===== src/rtl/program_memory_if.sv =====
// Bus bundle between the SAP-1 address/control side and the 16x8 program memory.
// Carries the run-mode read port and the program-mode byte loader handshake.
// The memory uses the slave modport; the driver of addresses and bytes uses master.
interface program_memory_if #(
  parameter int DATA_WIDTH = 8,
  parameter int ADDR_WIDTH = 4
);
  logic [ADDR_WIDTH-1:0] i_address;
  logic                  i_output_enable;
  logic [DATA_WIDTH-1:0] o_data;
  logic                  o_data_valid;
  logic                  i_prog_mode;
  logic                  i_prog_valid;
  logic [DATA_WIDTH-1:0] i_prog_data;
  logic                  o_prog_ready;
  logic [ADDR_WIDTH:0]   o_prog_count;
  logic                  o_prog_done;

  modport master (
    output i_address, i_output_enable, i_prog_mode, i_prog_valid, i_prog_data,
    input  o_data, o_data_valid, o_prog_ready, o_prog_count, o_prog_done
  );

  modport slave (
    input  i_address, i_output_enable, i_prog_mode, i_prog_valid, i_prog_data,
    output o_data, o_data_valid, o_prog_ready, o_prog_count, o_prog_done
  );
endinterface


===== src/rtl/program_memory.sv =====
// SAP-1 16x8 program RAM: registered reads in RUN, sequential byte loader in PROGRAM.
// Read latency 1 clock; each accepted loader byte is written on the accepting edge.
// Loader is ready only in PROGRAM; after 16 bytes (DONE) further bytes are refused.
module program_memory #(
  parameter int DATA_WIDTH = 8,
  parameter int ADDR_WIDTH = 4
) (
  input  logic                   i_clock,
  input  logic                   i_reset,
  input  logic                   i_debug,
  program_memory_if.slave        bus
);

  localparam int DEPTH = 1 << ADDR_WIDTH;
  // Count value just before the final write of a session.
  localparam logic [ADDR_WIDTH:0] LAST_CNT = (ADDR_WIDTH + 1)'(DEPTH - 1);

  typedef enum logic [1:0] {
    RUN     = 2'd0,
    PROGRAM = 2'd1,
    DONE    = 2'd2
  } state_t;

  state_t                state_q, state_d;
  logic [ADDR_WIDTH-1:0] wr_ptr_q, wr_ptr_d;
  logic [ADDR_WIDTH:0]   count_q, count_d;
  logic                  done_q, done_d;
  logic [DATA_WIDTH-1:0] data_q, data_d;
  logic                  data_vld_q, data_vld_d;
  logic                  wr_en;
  logic [DATA_WIDTH-1:0] mem_q [DEPTH];

  // Next-state, loader write enable and next read-port values.
  always_comb begin
    state_d    = state_q;
    wr_ptr_d   = wr_ptr_q;
    count_d    = count_q;
    done_d     = done_q;
    data_d     = '0;
    data_vld_d = 1'b0;
    wr_en      = 1'b0;
    unique case (state_q)
      RUN: begin
        if (bus.i_prog_mode) begin
          // Entering program mode takes priority over a pending read.
          state_d  = PROGRAM;
          wr_ptr_d = '0;
          count_d  = '0;
          done_d   = 1'b0;
        end else if (bus.i_output_enable) begin
          data_d     = mem_q[bus.i_address];
          data_vld_d = 1'b1;
        end
      end
      PROGRAM: begin
        if (!bus.i_prog_mode) begin
          // Abort: a byte offered on the leaving edge is dropped.
          state_d = RUN;
        end else if (bus.i_prog_valid) begin
          wr_en    = 1'b1;
          wr_ptr_d = wr_ptr_q + 1'b1;
          count_d  = count_q + 1'b1;
          if (count_q == LAST_CNT) begin
            state_d = DONE;
            done_d  = 1'b1;
          end
        end
      end
      DONE: begin
        // Memory is full; count and done hold until the next session starts.
        if (!bus.i_prog_mode) begin
          state_d = RUN;
        end
      end
      default: state_d = RUN;
    endcase
  end

  // State, outputs and memory; synchronous active-low reset clears everything.
  always_ff @(posedge i_clock) begin
    if (!i_reset) begin
      state_q    <= RUN;
      wr_ptr_q   <= '0;
      count_q    <= '0;
      done_q     <= 1'b0;
      data_q     <= '0;
      data_vld_q <= 1'b0;
      for (int i = 0; i < DEPTH; i++) begin
        mem_q[i] <= '0;
      end
    end else begin
      state_q    <= state_d;
      wr_ptr_q   <= wr_ptr_d;
      count_q    <= count_d;
      done_q     <= done_d;
      data_q     <= data_d;
      data_vld_q <= data_vld_d;
      if (wr_en) begin
        mem_q[wr_ptr_q] <= bus.i_prog_data;
      end
    end
  end

  assign bus.o_data       = data_q;
  assign bus.o_data_valid = data_vld_q;
  assign bus.o_prog_ready = (state_q == PROGRAM);
  assign bus.o_prog_count = count_q;
  assign bus.o_prog_done  = done_q;

`ifndef SYNTHESIS
  // Simulation trace of loads, reads and state changes when debug is on.
  always @(posedge i_clock) begin
    if (i_debug && i_reset) begin
      if (wr_en) begin
        $display("[program_memory] store addr=%0d data=%02h", wr_ptr_q, bus.i_prog_data);
      end
      if (data_vld_d) begin
        $display("[program_memory] read addr=%0d data=%02h", bus.i_address, data_d);
      end
      if (state_d != state_q) begin
        $display("[program_memory] state %s -> %s", state_q.name(), state_d.name());
      end
    end
  end
`endif

endmodule


===== src/flat_wrapper.sv =====
// flat-port wrapper written by rule: the top's interface ports become plain ports
module program_memory_flat 
#(
  parameter int DATA_WIDTH = 8,
  parameter int ADDR_WIDTH = 4
)
  (i_clock, i_reset, i_debug, bus_i_address, bus_i_output_enable, bus_i_prog_mode, bus_i_prog_valid, bus_i_prog_data, bus_o_data, bus_o_data_valid, bus_o_prog_ready, bus_o_prog_count, bus_o_prog_done);
  program_memory_if #(.DATA_WIDTH(DATA_WIDTH), .ADDR_WIDTH(ADDR_WIDTH)) bus_i ();
  input  logic i_clock;
  input  logic i_reset;
  input  logic i_debug;
  input wire logic [$bits(bus_i.i_address)-1:0] bus_i_address;
  input wire logic [$bits(bus_i.i_output_enable)-1:0] bus_i_output_enable;
  input wire logic [$bits(bus_i.i_prog_mode)-1:0] bus_i_prog_mode;
  input wire logic [$bits(bus_i.i_prog_valid)-1:0] bus_i_prog_valid;
  input wire logic [$bits(bus_i.i_prog_data)-1:0] bus_i_prog_data;
  output wire logic [$bits(bus_i.o_data)-1:0] bus_o_data;
  output wire logic [$bits(bus_i.o_data_valid)-1:0] bus_o_data_valid;
  output wire logic [$bits(bus_i.o_prog_ready)-1:0] bus_o_prog_ready;
  output wire logic [$bits(bus_i.o_prog_count)-1:0] bus_o_prog_count;
  output wire logic [$bits(bus_i.o_prog_done)-1:0] bus_o_prog_done;
  assign bus_i.i_address = bus_i_address;
  assign bus_i.i_output_enable = bus_i_output_enable;
  assign bus_i.i_prog_mode = bus_i_prog_mode;
  assign bus_i.i_prog_valid = bus_i_prog_valid;
  assign bus_i.i_prog_data = bus_i_prog_data;
  assign bus_o_data = bus_i.o_data;
  assign bus_o_data_valid = bus_i.o_data_valid;
  assign bus_o_prog_ready = bus_i.o_prog_ready;
  assign bus_o_prog_count = bus_i.o_prog_count;
  assign bus_o_prog_done = bus_i.o_prog_done;
  program_memory #(.DATA_WIDTH(DATA_WIDTH), .ADDR_WIDTH(ADDR_WIDTH)) u_core (.i_clock(i_clock), .i_reset(i_reset), .i_debug(i_debug), .bus(bus_i));
endmodule

===== config.mk =====
export PLATFORM = sky130hd
export DESIGN_NAME = program_memory_flat
export DESIGN_NICKNAME = d
export VERILOG_FILES = /design/src/rtl/program_memory_if.sv /design/src/rtl/program_memory.sv /design/src/flat_wrapper.sv
export SDC_FILE = /design/constraint.sdc
export NUM_CORES = 1
export LEC_CHECK = 0
export CAP_MARGIN = 40
export CORE_MARGIN = 10
export CORE_UTILIZATION = 60
export DETAILED_ROUTE_END_ITERATION = 6
export PLACE_DENSITY = 0.8
export RECOVER_POWER = 50
export SYNTH_ARGS = -nofsm -noshare
export SYNTH_HDL_FRONTEND = slang
export SYNTH_SLANG_ARGS = --single-unit
export TNS_END_PERCENT = 5

===== constraint.sdc =====
create_clock -name i_clock -period 2.12 [get_ports i_clock]
set_input_delay 0.424 -clock i_clock [delete_from_list [all_inputs] [get_ports i_clock]]
set_output_delay 0.424 -clock i_clock [all_outputs]
set_load 0.1 [all_outputs]

==> impl_results.md <==
- Status: completed
- Post-Syn Nets: ~480
- DRC: 0
- CTS tree: done
- Static Leak: 2.99 nW
- Final wirelength: 14.7 mm
- Worst vdd ir: 722 uV
- Hold Path Class: register to register
- Switching Share: 21.2%
- Clock share of power: between 40% and 50%
- Critical Path RT: 2.39 ns
- Overall power: between 6 and 7 mW
- Port bufs: 32
- Largest net degree at the start of global routing: 21
- Net Sw Power: 1.42 mW
- Synthesis Warnings: 0
- Crit. End Element: register
- Register area share after synthesis: 62.8%
- Antenna diode count: 0
- Startpoint type of the worst setup path: primary input
- H-tree depth: 4
- Die width: between 100 and 150 microns
- Die area: 16000 sq um
- Slew @ Worst Pin: 0.675 ns
- Antenna viol nets, final: 0
- Crit Path Class: primary input to register
- Die Y-Extent: 126 microns
- Comb power frac: 7.2%
- Post-Syn Area: 6790 sq um
- Avg Cell Area, Syn: between 10 and 15 sq um
- CP delay by family, top: multiplexers
- Min Clock Period, post-route: between 1.5 and 2 ns
- Core ar.: 11000 sq um
- Clk buf depth: 2
- Setup TNS: 0 ns
- Layout cell share with drive strength beyond 1: approximately a fifth
- Num CTS Buffers: 17
- Clk_lat worst skew: 0.42 ns
- Vias per cell: 5.84
- #FFs+latches synth: 149
- Fin crit share: 93.3%
- RePlAce Congestion: 0.825
- Fillers: 656
- Clk slew on worst S/H paths: 0.05 ns
- Maxcap violations: 0
- CP max FO: 19
- Via count: 4014
- Hold_buf cts: 0
- Pre-antenna DRT Iters: 4
- Crit path cell chain: clkdlybuf4s50_1 -> buf_12 -> mux4_1 -> mux2_2 -> o21ai_0 -> a21oi_1
- Worst Path Buf+Inv: 2
- Initial DRC Count: between 300 and 400
- Fin Hold WS: approximately 0.49 ns
- Final Util: between 70 and 80%
- Root Buffer: clkbuf_16
- Total GRT Usage: a little under a fifth
- Pwr/cell area: 837 nW/um^2
- Flop pwr share: 49.2%
- Row Count: 38
- Internal Power: 5.28 mW
- Hold Violations, Final: 0
- Max-slew headroom: 54.9%
- Synth-to-layout area growth: 17.9%
- PnR worst setup slack: 0.143 ns
- Io pins: 34
- Starting Density: 61.9%
- Slowest cell on crit path: mux4_1
- CP Data Arrival Time: 2.25 ns
- Post-CTS Resized: 0
- FMAX: about 500 MHz
- Final setup violation count: 0
- Unique masters post-synth: 33
- Slowest stage delay, CP: 0.61 ns
- Post-Synthesis Cells: approximately 460
- Post-Place Setup Slack: -0.270 ns
- Final nets: 558
- Global-route wire length before repair: between 20 and 25 mm
- Post-DP HPWL: 9.80 mm
- Initial antenna violation count: 0
- Worst clock skew: between 0.006 and 0.007 ns
- Total grt overflow: 0
- Per-cell routed wire length: roughly 21 microns
- Vias in the first global route: 4287
- Slew Limit Fails: 0
- RSZ-0062 raised after global routing: no
- Setup bufs post-CTS: 0
- Clock sink count: 149
cell usage in the layout, fill, tap and decap left out, drive strengths merged, types with 2 or more instances in the layout:
master         Yosys  final
and3               3      3
xnor2              4      4
clkinv             0     10
and2             128    128
buf               11     31
xor2               2      2
bufinv             0      3
mux2i              9      9
nor2b              3      3
ha                 6      6
dfxtp             21     21
nor3               6      6
clkdlybuf4s50      0     15
clkbuf            13     52
edfxtp           128    128
a21oi              9      9
inv                3      3
a21boi             3      3
mux4              32     32
nand2b             8      8
nand2              6      6
mux2               8      8
o21ai             21     21
nor2              20     20
nand3              7      7
nand4              4      4
cell families after synthesis:
logic type / Yosys count / share of synthesized area [%]
buffers and inverters: 27 / 2.23
and+or+nand+nor: 188 / 16.6
muxes: 49 / 14.0
adders and majority gates: 6 / 1.10
AOI/OAI and AO/OA: 33 / 2.60
xor gates and xnor gates: 6 / 0.773
DFF: 149 / 62.8
metal layers:
layer,GRT usage [%],part of all wire [%],routed length [microns],up-vias
li1,-,-,-,1844
met1,23.3,41,5970,1998
met2,32.0,51,7440,155
met3,5.29,6.7,988,17
met4,7.37,1.8,257,0
met5,0,0,0,-
worst min-delay path: cells and delay by family (launching register included):
family | cells | cell delay, ns
flip-flops | 1 | 0.34
AND/OR/NAND/NOR | 1 | 0.07
AO/OA/AOI/OAI | 1 | 0.05
stage by stage:
step                      instances  instance area (sq um)
after floorplan                 458                   6800
after CTS                       687                   8140
after detailed placement        655                   7570
after global placement          655                   7570
after global routing            687                   8010
final                           687                   8010
synth_stat cells:
| master | number | area share [%] |
|---|---|---|
| and2_1 | 128 | 12 |
| edfxtp_1 | 128 | 57 |
| dfxtp_1 | 21 | 6.2 |
| nor2_1 | 20 | 1.1 |
| mux4_2 | 19 | 6.3 |
| o21ai_0 | 15 | 1.1 |
| clkbuf_1 | 13 | 0.72 |
| mux4_1 | 13 | 5.0 |
| a21oi_1 | 9 | 0.66 |
| mux2i_1 | 9 | 1.3 |
| mux2_2 | 8 | 1.3 |
| nand2b_1 | 8 | 0.74 |
| nand3_1 | 7 | 0.52 |
| buf_2 | 6 | 0.44 |
| ha_1 | 6 | 1.1 |
| nand2_1 | 6 | 0.33 |
| o21ai_1 | 5 | 0.37 |
| nand4_1 | 4 | 0.37 |
| nor3_2 | 4 | 0.59 |
| xnor2_1 | 4 | 0.52 |
| a21boi_0 | 3 | 0.33 |
| and3_1 | 3 | 0.28 |
| buf_6 | 3 | 0.50 |
| inv_1 | 3 | 0.17 |
| nor2b_1 | 3 | 0.28 |
| nor3_1 | 2 | 0.15 |
| xor2_1 | 2 | 0.26 |
| and3b_1 | 1 | 0.13 |
| buf_12 | 1 | 0.29 |
| buf_4 | 1 | 0.11 |
| nand3b_1 | 1 | 0.11 |
| nor4_2 | 1 | 0.18 |
| o21ai_2 | 1 | 0.13 |
area by class of cell:
cell class | instances | area (sq um) | area share [%]
Sequential cell | 149 | 4260 | 53.2
Multi-Input combinational cell | 282 | 2360 | 29.5
Timing Repair Buffer | 81 | 628 | 7.84
Clock buffer | 18 | 429 | 5.36
Tap cell | 140 | 175 | 2.19
Clock inverter | 14 | 141 | 1.77
Inverter | 3 | 11.3 | 0.141
sequential cells by signal (all words and copies together) (netlist names):
name and count:
u_core.mem_q 128, u_core.bus.o_data 8, u_core.bus.o_prog_count 5, u_core.wr_ptr_q 4, u_core.state_q 2, u_core.bus.o_data_valid 1, u_core.bus.o_prog_done 1
power groups by stage:
stage / Clock, mW / Sequential [mW] / Combinational (mW)
3_5_place_dp: 0 / 3.36 / 0.484
2_1_floorplan: 0 / 3.39 / 0.248
5_1_grt: 3.07 / 3.31 / 0.512
6_report: 2.92 / 3.30 / 0.482
4_1_cts: 2.95 / 3.30 / 0.491
3_3_place_gp: 0 / 3.35 / 0.474
final timing paths:
| check | end | slack [ns] | cells past startpoint | start |
|---|---|---|---|---|
| hold / removal | u_core.bus.o_prog_done$_SDFFE_PN0P_ | 0.49 | 2 | u_core.bus.o_prog_done$_SDFFE_PN0P_ |
| setup reg to reg | u_core.mem_q[5][5]$_SDFFCE_PN0P_ | 0.18 | 5 | u_core.state_q[0]$_SDFFE_PN0P_ |
| hold reg to reg | u_core.bus.o_prog_done$_SDFFE_PN0P_ | 0.49 | 2 | u_core.bus.o_prog_done$_SDFFE_PN0P_ |
| setup / recovery | u_core.bus.o_data[0]$_SDFF_PP0_ | 0.14 | 6 | bus_i_address[2] |
(Power assumes the default switching activity.)
